`config.mk`:
```
export PLATFORM = sky130hd
export DESIGN_NAME = hex_io_arbiter
export DESIGN_NICKNAME = d
export VERILOG_FILES = /design/src/rtl/hex_io_arbiter.sv
export SDC_FILE = /design/constraint.sdc
export NUM_CORES = 1
export LEC_CHECK = 0
export BUFFER_PORTS_ARGS = -buffer_cell sky130_fd_sc_hd__buf_4
export CAP_MARGIN = 20
export CORE_AREA = 5 5 58 111
export CTS_CLUSTER_DIAMETER = 50
export DETAILED_ROUTE_END_ITERATION = 6
export DIE_AREA = 0 0 63 116
export SKIP_CTS_REPAIR_TIMING = 1
export SYNTH_ARGS = -nofsm -noshare
export SYNTH_HDL_FRONTEND = slang
export SYNTH_SLANG_ARGS = --single-unit
export TNS_END_PERCENT = 30
```
`constraint.sdc`:
```
create_clock -name clk -period 4.2 [get_ports clk]
set_clock_uncertainty 0.2 [all_clocks]
set_input_delay 0 -clock clk [delete_from_list [all_inputs] [get_ports clk]]
set_output_delay 0 -clock clk [all_outputs]
set_load 0.05 [all_outputs]
```
`src/rtl/hex_io_arbiter.sv`:
```
// Round-robin two-master IO write arbiter with hex-window decode; HEX_IO_ARB_LOCK_EN adds i_lock bursts.
// Latency: request seen in IDLE -> grant/ack/bus write next cycle, then HOLD_CYCLES idle gap.
// Backpressure: masters hold req/we/addr/data until o_ack; requests are sampled only in IDLE.
module hex_io_arbiter #(
    parameter int unsigned HOLD_CYCLES = 2,
    parameter logic [7:0]  WINDOW_BASE = 8'h80,
    parameter int unsigned WINDOW_SIZE = 16
) (
    input  logic        clk,
    input  logic        reset,
    input  logic [1:0]  i_req,
    input  logic        i_we0,
    input  logic        i_we1,
    input  logic [7:0]  i_addr0,
    input  logic [7:0]  i_addr1,
    input  logic [15:0] i_data0,
    input  logic [15:0] i_data1,
`ifdef HEX_IO_ARB_LOCK_EN
    input  logic [1:0]  i_lock,
`endif
    output logic [1:0]  o_gnt,
    output logic [1:0]  o_ack,
    output logic        o_IO_we,
    output logic [7:0]  o_IO_addr,
    output logic [15:0] o_IO_data,
    output logic        o_hex_we,
    output logic        o_busy
);

    typedef enum logic [1:0] {IDLE, GRANT, HOLD} state_t;

    localparam logic [3:0] HOLD_LOAD = (HOLD_CYCLES == 0) ? 4'd0 : 4'(HOLD_CYCLES - 1);
    localparam logic [8:0] WIN_LO    = {1'b0, WINDOW_BASE};
    localparam logic [8:0] WIN_HI    = 9'({1'b0, WINDOW_BASE} + WINDOW_SIZE);

    state_t     state, state_d;
    logic       last;
    logic [3:0] hold_cnt;
    logic       win_vld;
    logic       win_idx;
    logic       xfer_done;
    logic       lock_pend;

    always_ff @(posedge clk or negedge reset) begin
        if (!reset) state <= IDLE;
        else        state <= state_d;
    end

    always_comb begin
        state_d   = state;
        win_vld   = 1'b0;
        win_idx   = 1'b0;
        xfer_done = 1'b0;
        case (state)
            IDLE: begin
                if (|i_req) begin
                    win_vld = 1'b1;
                    state_d = GRANT;
                    if (i_req == 2'b11) win_idx = lock_pend ? last : ~last;
                    else                win_idx = i_req[1];
                end
            end
            GRANT: begin
                if (HOLD_CYCLES != 0) begin
                    state_d = HOLD;
                end else begin
                    state_d   = IDLE;
                    xfer_done = 1'b1;
                end
            end
            HOLD: begin
                if (hold_cnt == 4'd0) begin
                    state_d   = IDLE;
                    xfer_done = 1'b1;
                end
            end
            default: state_d = IDLE;
        endcase
    end

    // Grant, ack and write strobe are single-cycle pulses; address/data persist until the next win.
    always_ff @(posedge clk or negedge reset) begin
        if (!reset) begin
            o_gnt     <= 2'b00;
            o_ack     <= 2'b00;
            o_IO_we   <= 1'b0;
            o_IO_addr <= 8'h00;
            o_IO_data <= 16'h0000;
            last      <= 1'b1;
            hold_cnt  <= 4'd0;
        end else begin
            o_gnt   <= 2'b00;
            o_ack   <= 2'b00;
            o_IO_we <= 1'b0;
            if (win_vld) begin
                o_gnt     <= win_idx ? 2'b10 : 2'b01;
                o_ack     <= win_idx ? 2'b10 : 2'b01;
                o_IO_we   <= win_idx ? i_we1 : i_we0;
                o_IO_addr <= win_idx ? i_addr1 : i_addr0;
                o_IO_data <= win_idx ? i_data1 : i_data0;
                last      <= win_idx;
            end
            if (state == GRANT)
                hold_cnt <= HOLD_LOAD;
            else if (state == HOLD && hold_cnt != 4'd0)
                hold_cnt <= hold_cnt - 4'd1;
        end
    end

`ifdef HEX_IO_ARB_LOCK_EN
    // Lock is judged when the transfer finishes and consumed by the next IDLE win.
    always_ff @(posedge clk or negedge reset) begin
        if (!reset)
            lock_pend <= 1'b0;
        else if (xfer_done)
            lock_pend <= last ? (i_req[1] & i_lock[1]) : (i_req[0] & i_lock[0]);
        else if (win_vld)
            lock_pend <= 1'b0;
    end
`else
    assign lock_pend = 1'b0;
`endif

    assign o_busy   = (state != IDLE);
    assign o_hex_we = o_IO_we && ({1'b0, o_IO_addr} >= WIN_LO) && ({1'b0, o_IO_addr} < WIN_HI);

endmodule
```
==> impl_metrics.ini <==
[yosys]
synthDominantAreaCellType = dfrtp_1
async_flop_share = 1.00
synthDominantCellAreaShare = 0.520
ys_warn_count = 0
synth.avg_cell_area_um2 = 11.9
synth_top_cells_by_area = dfrtp_1 52%, a221o_1 15%, and3_1 9.5%
post_synthesis_register_bit_count = 34
yosysUniqueCellTypes = 32
post_synth_instance_area_mm2 = 0.00159
synth_enable_flop_cells = 0
sequential_element_share_of_the_synthesized_area = 0.537
dominantRegCellSynth = dfrtp_1
postSynthCellCount = 133
synth_nets = 188

[global_route]
grtUsageTotal = 0.127
grt_antenna_before_repair = 0
globalRoute.totalOverflow = 0
wire_length_of_the_first_global_routing_pass_mm = 7.15
grt_max_degree = 35
vias_in_the_first_global_route = 1513

[clock_network]
clock_insertion_delay_worst_skew_ns = 0.28
cts_htree_levels = 2
clock_tree_from_tritoncts = done
cts-buffers-inserted = 5
cts_sinks = 34
cts.root.buffer_cell = clkbuf_8
cts_max_path_buffers = 2
clkSlewWorstSetupHoldPaths_ns = 0.07

[power_and_ir_drop]
power_density_mw_per_mm2 = 807
leakagePower_uw = 0.00146
vdd_drop_max_uv = 484

[floorplanning]
fp.dieArea_mm2 = 0.00731
initial_utilization = 0.290
dieHeight_um = 116
design.core.area_mm2 = 0.00547
io_pins = 85
die_width_um = 63
placement_rows = 38

[hold_path]
hold_class = primary input to async pin

[placed_design]
post_dp_cell_area_mm2 = 0.00221
i_o_buffers = 84
place_ws_ns = 2.04
place_hpwl_mm = 3.67
gp_congestion = 0.844

[timing]
worst_slew_margin_rel = 0.419
grt_setup_unrepaired = false
final-max-slew-violation-count = 0
fin_crit_sh = 0.631
finalHoldViolCount = 0
setup_viol_count_final = 0
timing_limited_maximum_frequency_mhz = 377
max_slew.worst_pin.slew_ns = 0.866
fin_hold_ws_ns = 0.00725
worst_path_setup_slack_after_routing_ns = 1.55
tns_setup_ns = 0
fin_crit_ns = 2.65

[cells_and_area]
antennaDiodeCount = 0
drive_above_1_share = 0.371
areaGrowthSynthToFinish_pct = 79.7
final_core_utilization = 0.522
design_area_mm2 = 0.00285
num-nets-final = 321
commonest_non_fill_non_tap_cell_in_the_layout = buf_4
final_cell_mix = 84 x buf_4, 54 x dlygate4sd3_1, 33 x dfrtp_1

[detailed_routing]
first_pass_iteration_count_of_the_detailed_router = 4
viasPerCell = 5.02
first_iter_violations = 37
drt-total-wl_mm = 5.44
routed_via_count = 1640
routed_wire_length_per_instance_um = 16.6
residual_drc_count = 0
postRouteAntennaNets = 0

[critical_path]
timing.reg2reg.worst_path_depth = 5
critical_path.reg2reg.endpoint = o_IO_data[10]$_DFFE_PN0P_
critPathMaxFanout = 28
critical_path.endpoint_type = register
rrSetupSlack_ns = 1.55
critPathLaunch = state[0]$_DFFE_PN0P_
worst_ep_required_time_ns = 4.16
regToRegStartpoint = state[0]$_DFFE_PN0P_
cp-start-kind = register
arrival_ns = 2.61
critPathKind = register to register

[outcome]
status = complete, no violations

[flow_run]
maxCapViolations = 0
logic make-up (layout without fill, tap and decap cells):
group,Yosys count,after routing,share of synthesized area
AO/OA/AOI/OAI,38,38,0.221
flip-flops,34,34,0.537
AND/OR/NAND/NOR,42,42,0.169
adder cells (fa/ha/maj),1,1,0.00788
buffers and inverters,18,152,0.0662
synth_stat cells, types with 2 or more instances:
master,instances
dfrtp_1,33
a221o_1,24
and3_1,24
clkbuf_1,7
inv_1,5
buf_6,4
nand2_1,4
a22o_1,2
a31oi_1,2
a32o_1,2
buf_4,2
nand3b_1,2
nor2b_1,2
o21ai_0,2
stage by stage:
stage          total power [µW]  instances
6_report                   2300        327
5_1_grt                    2430        327
4_1_cts                    2060        272
3_5_place_dp               1800        264
3_3_place_gp               1790        264
2_1_floorplan              1460        133
how the worst max path moves through the flow:
stage	end	cells past startpoint
2_1_floorplan	hold_cnt[1]$_DFFE_PN0P_	5
3_3_place_gp	o_IO_data[15]$_DFFE_PN0P_	3
3_5_place_dp	o_IO_data[1]$_DFFE_PN0P_	3
4_1_cts	o_IO_data[12]$_DFFE_PN0P_	3
5_1_grt	o_IO_data[1]$_DFFE_PN0P_	5
6_report	o_IO_data[10]$_DFFE_PN0P_	5
per-layer routing:
layer | vias up | global-route usage | part of all wire | wire length (µm)
met3 | 5 | 0.0320 | 0.047 | 258
met4 | 0 | 0.0467 | 0.0085 | 46
li1 | 782 | - | - | -
met5 | - | 0 | 0 | 0
met2 | 51 | 0.258 | 0.60 | 3260
met1 | 802 | 0.116 | 0.34 | 1870
state kept, by name, indices dropped and copies added (netlist names):
register and flops:
hold_cnt 4, last 1, o_IO_addr 8, o_IO_data 16, o_IO_we 1, o_ack 2, state 2
where the power goes:
group | internal, µW | switching [µW]
clock | 132 | 121
sequential | 483 | 137
combinational | 624 | 805
total | 1240 | 1060
critical path, cell delays in order, from the launching register on:
cell and delay [ns]:
dfrtp_1 0.51, nor2_4 0.48, o21ai_2 0.24, buf_6 0.23, a221o_1 0.30, dlygate4sd3_1 0.56
final cells by class:
| type | count | area (µm²) |
|---|---|---|
| fillers | 476 | 2610 |
| repair buffers | 139 | 1180 |
| flip-flops and latches | 34 | 852 |
| multi-input cells | 81 | 631 |
| clock buffers | 6 | 82.6 |
| well taps | 60 | 75.1 |
| inverters | 5 | 18.8 |
| clock inverters | 2 | 12.5 |
Power figures use the tool's default switching activity.
